**src/rtl/mem_port_arbiter.sv**
```systemverilog
// rtl/mem_port_arbiter.sv - main-memory port arbiter for icache fills and dcache fills/write-backs
//
// Grants the single memory port to one cache at a time. The winner's request
// is latched at grant and driven to memory until mem_ready, or until TIMEOUT
// cycles pass, which completes the transaction with an error. Completion is
// reported with a registered one-cycle done pulse to the owning cache.
//
// Ports:
//   clk, reset                  clock, synchronous active-high reset
//   ic_req/ic_addr              icache read request (level, held until ic_done)
//   ic_done/ic_err/ic_rdata     icache completion pulse, timeout flag, read line
//   dc_req/dc_we/dc_addr/dc_wdata  dcache request (fill or write-back)
//   dc_done/dc_err/dc_rdata     dcache completion pulse, timeout flag, read line
//   mem_req/mem_we/mem_addr/mem_wdata  memory request, held until ready/timeout
//   mem_rdata/mem_ready         memory read data and one-cycle completion
//   busy, owner                 not-idle flag, current/last grant (1 = dcache)
module mem_port_arbiter #(
    parameter int ADDR_W  = 32,
    parameter int LINE_W  = 128,
    parameter int TIMEOUT = 64
) (
    input  logic              clk,
    input  logic              reset,
    input  logic              ic_req,
    input  logic [ADDR_W-1:0] ic_addr,
    output logic              ic_done,
    output logic              ic_err,
    output logic [LINE_W-1:0] ic_rdata,
    input  logic              dc_req,
    input  logic              dc_we,
    input  logic [ADDR_W-1:0] dc_addr,
    input  logic [LINE_W-1:0] dc_wdata,
    output logic              dc_done,
    output logic              dc_err,
    output logic [LINE_W-1:0] dc_rdata,
    output logic              mem_req,
    output logic              mem_we,
    output logic [ADDR_W-1:0] mem_addr,
    output logic [LINE_W-1:0] mem_wdata,
    input  logic [LINE_W-1:0] mem_rdata,
    input  logic              mem_ready,
    output logic              busy,
    output logic              owner
);

    localparam int CNT_W = $clog2(TIMEOUT);

    typedef enum logic [1:0] {
        IDLE    = 2'd0,
        GRANT_I = 2'd1,
        GRANT_D = 2'd2,
        RESP    = 2'd3
    } state_t;

    state_t           state;
    state_t           state_next;
    logic             last_grant;
    logic [CNT_W-1:0] cnt;
    logic             timeout_hit;

    assign timeout_hit = (cnt == CNT_W'(TIMEOUT - 1));
    // The last grant doubles as the owner output; both are the same register.
    assign owner       = last_grant;

    always_ff @(posedge clk) begin
        if (reset) begin
            state <= IDLE;
        end else begin
            state <= state_next;
        end
    end

    always_comb begin
        state_next = state;
        case (state)
            IDLE: begin
                // On a tie the requester that did not win last time is served.
                if (ic_req && dc_req) begin
                    state_next = last_grant ? GRANT_I : GRANT_D;
                end else if (dc_req) begin
                    state_next = GRANT_D;
                end else if (ic_req) begin
                    state_next = GRANT_I;
                end
            end
            GRANT_I, GRANT_D: begin
                if (mem_ready || timeout_hit) begin
                    state_next = RESP;
                end
            end
            RESP:    state_next = IDLE;
            default: state_next = IDLE;
        endcase
    end

    // Registered outputs. Done pulses are set on the GRANT->RESP transition
    // and cleared by default on the following edge, so they last one cycle.
    always_ff @(posedge clk) begin
        if (reset) begin
            last_grant <= 1'b0;
            cnt        <= '0;
            busy       <= 1'b0;
            ic_done    <= 1'b0;
            ic_err     <= 1'b0;
            ic_rdata   <= '0;
            dc_done    <= 1'b0;
            dc_err     <= 1'b0;
            dc_rdata   <= '0;
            mem_req    <= 1'b0;
            mem_we     <= 1'b0;
            mem_addr   <= '0;
            mem_wdata  <= '0;
        end else begin
            busy    <= (state_next != IDLE);
            ic_done <= 1'b0;
            dc_done <= 1'b0;
            case (state)
                IDLE: begin
                    if (state_next == GRANT_I) begin
                        mem_req    <= 1'b1;
                        mem_we     <= 1'b0;
                        mem_addr   <= ic_addr;
                        mem_wdata  <= '0;
                        last_grant <= 1'b0;
                        cnt        <= '0;
                    end else if (state_next == GRANT_D) begin
                        mem_req    <= 1'b1;
                        mem_we     <= dc_we;
                        mem_addr   <= dc_addr;
                        mem_wdata  <= dc_wdata;
                        last_grant <= 1'b1;
                        cnt        <= '0;
                    end
                end
                GRANT_I: begin
                    if (mem_ready) begin
                        ic_rdata <= mem_rdata;
                        ic_err   <= 1'b0;
                        ic_done  <= 1'b1;
                        mem_req  <= 1'b0;
                    end else if (timeout_hit) begin
                        ic_rdata <= '0;
                        ic_err   <= 1'b1;
                        ic_done  <= 1'b1;
                        mem_req  <= 1'b0;
                    end else begin
                        cnt <= cnt + 1'b1;
                    end
                end
                GRANT_D: begin
                    if (mem_ready) begin
                        // Write-backs return no data.
                        dc_rdata <= mem_we ? '0 : mem_rdata;
                        dc_err   <= 1'b0;
                        dc_done  <= 1'b1;
                        mem_req  <= 1'b0;
                    end else if (timeout_hit) begin
                        dc_rdata <= '0;
                        dc_err   <= 1'b1;
                        dc_done  <= 1'b1;
                        mem_req  <= 1'b0;
                    end else begin
                        cnt <= cnt + 1'b1;
                    end
                end
                default: ;
            endcase
        end
    end

endmodule

```
**config.mk**
```make
export PLATFORM = sky130hd
export DESIGN_NAME = mem_port_arbiter
export DESIGN_NICKNAME = d
export VERILOG_FILES = /design/src/rtl/mem_port_arbiter.sv
export SDC_FILE = /design/constraint.sdc
export NUM_CORES = 1
export LEC_CHECK = 0
export CAP_MARGIN = 40
export CORE_AREA = 2 2 295 297
export DETAILED_ROUTE_END_ITERATION = 6
export DIE_AREA = 0 0 297 299
export SLEW_MARGIN = 40
export SYNTH_ARGS = -nofsm -noshare
export SYNTH_HDL_FRONTEND = slang
export SYNTH_SLANG_ARGS = --single-unit
```
**constraint.sdc**
```tcl
create_clock -name clk -period 3.45 [get_ports clk]
set_clock_uncertainty 0.2 [all_clocks]
set_input_delay 0.69 -clock clk [delete_from_list [all_inputs] [get_ports clk]]
set_output_delay 0.69 -clock clk [all_outputs]
set_load 0.02 [all_outputs]
```
# Word-level counts from Yosys, hierarchy flattened
# Cells that the tools add are included.
[op_classes]
n_addsub = 1
n_eq_ne = 10
n_mux = 31
n_bitwise = 2
reduce_logical = 15
[ops]
columns = ["cell", "n"]
rows = [
  ["two-way mux 128 bit", 6],
  ["two-way mux 32 bit", 2],
  ["two-way mux 6 bit", 4],
  ["one-hot mux 6 bit (2 select lines)", 1],
  ["two-way mux 1 bit", 11],
  ["two-way mux 2 bit", 5],
  ["nonzero test 2 bit", 4],
  ["adder 6 x 1 -> 6 bit, second input constant", 1],
  ["equality test 2 bit, second input constant", 3],
  ["equality test 6 bit, second input constant", 1],
  ["one-hot mux 2 bit (3 select lines)", 1],
  ["AND reduction 2 bit", 3],
  ["OR reduction 2 bit", 3],
  ["equality test 2 x 1 -> 1 bit, second input constant", 2],
  ["inequality test 2 bit, second input constant", 2],
  ["AND reduction 4 bit", 1],
  ["inequality test 3 x 1 -> 1 bit, second input constant", 1],
  ["inequality test 3 bit, second input constant", 1],
  ["AND reduction 3 bit", 1],
  ["logical NOT 2 bit", 1],
  ["NOT 1 bit", 2],
  ["one-hot mux 1 bit (2 select lines)", 1],
  ["logical AND 1 bit", 1],
  ["logical OR 1 bit", 1],
]
[totals]
regBits = 432

# Depth between registers and ports, before layout
[depth]
word_depth = 8
ltp_mapped = 12
ltp_nobuf = 10

# Worst setup path after synthesis
# OpenSTA, ideal clock, no wires.
[synth_timing]
kind = "register to register"
start = "register state[1]"
end = "register mem_wdata[0]"
setup_time_ps = 70
t_arrival_ps = 2577
setup_slack_ps = 602
path_stages_with_launch = 13
path_buffers = 4
cell_sequence = "dfxtp_1 > inv_1 > ha_1 > clkbuf_1 > nor2b_1 > a21oi_1 > ha_1 > and2_1 > buf_2 > clkbuf_1 > clkbuf_1 > nand3b_1 > a21oi_1"
[synth_via]
elab_chain_cells = 7
[synth_rtl]
columns = ["element", "line_no", "rtl"]
rows = [
  ["start, declared", "55", "state_t state;"],
  ["start signal, assigned", "69", "state <= state_next;"],
  ["two-way mux 2 bit", "82", "end else if (ic_req) begin"],
  ["two-way mux 2 bit", "80", "end else if (dc_req) begin"],
  ["two-way mux 2 bit", "78", "if (ic_req && dc_req) begin"],
  ["one-hot mux 2 bit (3 select lines)", "75", "case (state)"],
  ["equality test 2 x 1 -> 1 bit / equality test 2 bit (equally long branches)", "119, 126", ""],
  ["nonzero test 2 bit (no source line)", "-", ""],
  ["AND reduction 2 bit (no source line)", "-", ""],
  ["end signal, assigned", "130", "mem_wdata <= dc_wdata;"],
  ["end, declared", "39", "output logic [LINE_W-1:0] mem_wdata,"],
]
# Parallel ways exist; a longest one is shown, timed or not.
# A chain may end at the register's enable or synchronous reset.

# Worst setup path in the final report
[layout_timing]
start = "register state[0]"
end = "register mem_addr[0]"
[layout_via]
elab_chain_cells = 7
[layout_rtl]
columns = ["element", "line_no", "rtl"]
rows = [
  ["two-way mux 2 bit", "82", ""],
  ["two-way mux 2 bit", "80", ""],
  ["two-way mux 2 bit", "78", ""],
  ["one-hot mux 2 bit (3 select lines)", "75", ""],
  ["equality test 2 x 1 -> 1 bit / equality test 2 bit (equally long branches)", "119, 126", ""],
  ["nonzero test 2 bit (no source line)", "-", ""],
  ["AND reduction 2 bit (no source line)", "-", ""],
  ["end signal, assigned", "122", "mem_addr <= ic_addr;"],
  ["end signal, assigned", "129", "mem_addr <= dc_addr;"],
  ["end, declared", "38", "output logic [ADDR_W-1:0] mem_addr,"],
]
# Parallel ways exist; a longest one is shown, timed or not.

==> results.json <==
{
  "outcome": "complete, no violations",
  "cp_num_buf_inv": 3,
  "sequentialPowerShare_pct": 34.9,
  "grt_use_total_pct": 14.1,
  "via_count": 14800,
  "slew_headroom_pct": 53.6,
  "fp.dieW_um": 297,
  "synth_cell_types": 42,
  "p_int_mw": 11.6,
  "area_growth_pct": 65.0,
  "fp.dieH_um": 299,
  "rsz0062_at_grt": "no",
  "drive_gt1_share_pct": 5.66,
  "min_path_type": "reg2reg",
  "post-route-drc-count": 0,
  "ys_warn_count": 0,
  "fin_crit_sh_pct": 90.1,
  "synthCells": 1653,
  "post_cts_buffers": 0,
  "grt_pass1_wl_um": 96900,
  "cts_tree": "done",
  "rows": 108,
  "finalSetupTns_ns": 0,
  "critPathRequiredTime_ns": 3.71,
  "cts_buffer_depth": 3,
  "core_area_um2": 85900,
  "clock.fmax_ghz": 0.322,
  "cp_cell_sequence": "inv_1 -> ha_1 -> nor2b_1 -> a21oi_1 -> buf_4 -> ha_4 -> buf_12 -> mux2i_1 -> a211oi_1",
  "p_sw_mw": 5.87,
  "p_leak_nw": 9.16,
  "ctsResizeCount": 0,
  "numCtsBuffers": 50,
  "netlist_area_um2": 16100,
  "syn_area_per_cell_um2": 9.75,
  "seq_area_frac_synth_pct": 53.6,
  "htreeDepth": 2,
  "pwr-share-clk_pct": 32.0,
  "antenna_found_initial": 9,
  "slowest_delay_ns": 0.51,
  "final.fill_count": 8952,
  "totalWireLength_um": 65500,
  "port_buffers": 749,
  "firstDrtPassIters": 5,
  "startpoint_type": "register",
  "place.gp.congestion": 0.837,
  "arrival_ns": 3.37,
  "insertion_delay_ns": 0.60,
  "cts-root-buf": "clkbuf_16",
  "p_per_area_nw_per_um2": 656,
  "path_max_fanout": 72,
  "cts_sinks": 432,
  "fin_crit_ns": 3.11,
  "power_frac_comb_pct": 33.1,
  "slew_violations": 0,
  "r2r_setup_slack_ns": 0.34,
  "die_area_um2": 88800,
  "synth_nets": 1987,
  "ir_drop_v": 0.000356,
  "path_delay_family": "adder cells",
  "swShare_pct": 33.7,
  "grt_max_degree": 134,
  "start_util_pct": 18.8,
  "grt_pass1_vias": 14800,
  "overflow": 0,
  "ys_seq_elements": 432,
  "crit_slowest_cell": "ha_4",
  "wl_per_cell_um": 18.5,
  "hpwl_um": 47200,
  "endpoint_kind": "register",
  "nNetsFinal": 2679,
  "whs_ns": 0.248,
  "cts-hold-fix-buffers": 0,
  "ios": 750,
  "worst_pin_slew_ns": 0.696,
  "avgViaCountPerCell": 4.17,
  "drv_cap": 0,
  "critPathKind": "reg2reg",
  "hold_viol": 0,
  "dr.first_iter.drc_count": 664,
  "final-setup-viol-count": 0,
  "cts.reportedPaths.clkPinSlew_ns": 0.06,
  "antenna_left": 0
}
cells in the mapped netlist, drive strengths merged:
| cell type | number | area, um2 |
|---|---|---|
| dfxtp | 432 | 8650 |
| o21bai | 1 | 18.8 |
| a21oi | 136 | 684 |
| a211o | 1 | 8.76 |
| inv | 5 | 18.8 |
| and2 | 2 | 12.5 |
| a211oi | 36 | 270 |
| or4b | 1 | 10.0 |
| a41oi | 1 | 8.76 |
| a31oi | 1 | 6.26 |
| nand2 | 389 | 1460 |
| o211ai | 2 | 15.0 |
| nor2 | 46 | 173 |
| buf | 46 | 417 |
| clkbuf | 100 | 375 |
| nor2b | 2 | 12.5 |
| a21bo | 1 | 10.0 |
| nand3 | 5 | 30.0 |
| ha | 8 | 100 |
| o21ai | 4 | 20.0 |
| and3 | 3 | 18.8 |
| o22ai | 1 | 6.26 |
| nor3b | 2 | 15.0 |
| a32o | 1 | 10.0 |
| nand4b | 1 | 8.76 |
| nor4b | 1 | 8.76 |
| mux2i | 159 | 1590 |
| nand4 | 1 | 6.26 |
| a2bb2oi | 2 | 17.5 |
| nand2b | 2 | 12.5 |
| nand3b | 130 | 976 |
| a22o | 127 | 1110 |
| a311oi | 4 | 35.0 |
per-stage QoR:
stage          area (um2)  instances  power [mW]  setup WS (ns)  utilization [%]
2_1_floorplan       16100       1653        9.22          0.602                -
3_3_place_gp        24800       3447        12.0          0.137             28.9
3_5_place_dp        24800       3447        12.0          0.162             28.9
4_1_cts             26600       3539        17.7          0.319             30.9
5_1_grt             26600       3541        18.4         0.0950             30.9
6_report            26600       3541        17.4          0.343             30.9
metal layers:
layer  wire (um)  track usage, %  vias to the layer above
li1            -               -                     7111
met5          51               0                        -
met4        1820            4.04                       10
met1       27000            16.7                     6958
met3        5900            5.46                       97
met2       30700            23.6                      597
power by group through the flow:
stage               sequential [mW]  clock [mW]  combinational (mW)
CTS                            6.09        5.78                5.87
floorplan                      6.99           0                2.23
global route                   6.17        5.96                6.23
detailed placement             6.19           0                5.85
finish                         6.08        5.58                5.78
global placement               6.18           0                5.84
path summary, 6_finish.rpt:
check / to / start / depth (start not counted)
worst max-delay path: mem_addr[0]$_SDFFE_PP0P_ / state[0]$_SDFF_PP0_ / 9
worst min-delay path: mem_wdata[13]$_SDFFE_PP0P_ / mem_wdata[13]$_SDFFE_PP0P_ / 2
worst max register to register: mem_addr[0]$_SDFFE_PP0P_ / state[0]$_SDFF_PP0_ / 9
worst min register to register: mem_wdata[13]$_SDFFE_PP0P_ / mem_wdata[13]$_SDFFE_PP0P_ / 2
registers in the layout, summed over array words and instances (netlist names), 2 cells and up:
name       count
mem_wdata    128
mem_addr      32
dc_rdata     128
cnt            6
state          2
ic_rdata     128
layout by cell type (no fill, tap or decap), types with 2 or more instances in the layout:
| cell | count |
|---|---|
| clkdlybuf4s50_1 | 748 |
| dfxtp_1 | 432 |
| nand2_1 | 387 |
| mux2i_1 | 159 |
| a21oi_1 | 135 |
| nand3b_1 | 130 |
| a22o_1 | 127 |
| clkbuf_16 | 51 |
| nor2_1 | 46 |
| a211oi_1 | 36 |
| buf_12 | 20 |
| buf_4 | 15 |
| clkbuf_8 | 9 |
| clkinv_2 | 9 |
| clkbuf_1 | 8 |
| ha_1 | 7 |
| bufinv_16 | 5 |
| nand3_1 | 4 |
| a311oi_1 | 4 |
| o21ai_0 | 4 |
| inv_1 | 4 |
| inv_6 | 4 |
| clkinvlp_4 | 4 |
| and2_4 | 2 |
| nor2b_1 | 2 |
| nand2b_1 | 2 |
| o211ai_1 | 2 |
| and3_1 | 2 |
| a2bb2oi_1 | 2 |
| clkinv_4 | 2 |
| buf_6 | 2 |
logic make-up after synthesis:
logic type / after synthesis / share of synthesized area, %
AO/OA/AOI/OAI: 318 / 13.8
adder cells (fa/ha/maj): 8 / 0.621
buffers and inverters: 151 / 5.03
flip-flops: 432 / 53.6
multiplexers: 159 / 9.87
AND/OR/NAND/NOR: 585 / 17.0
cell type report:
class,count,area [um2],share of cell area [%]
clock inverters,24,289,1.09
well taps,1155,1450,5.43
flip-flops and latches,432,8650,32.5
inverters,5,23.8,0.0894
repair buffers,786,8050,30.3
diodes,1,2.50,0.00941
clock buffers,68,1430,5.38
multi-input cells,1070,6700,25.2
tightest hold or removal path, delay by kind of cell, from the launching register on:
| family | cells | cell delay [ns] |
|---|---|---|
| flip-flops | 1 | 0.30 |
| AND/OR/NAND/NOR | 1 | 0.05 |
| AO/OA/AOI/OAI | 1 | 0.05 |
(Power assumes the default switching activity.)
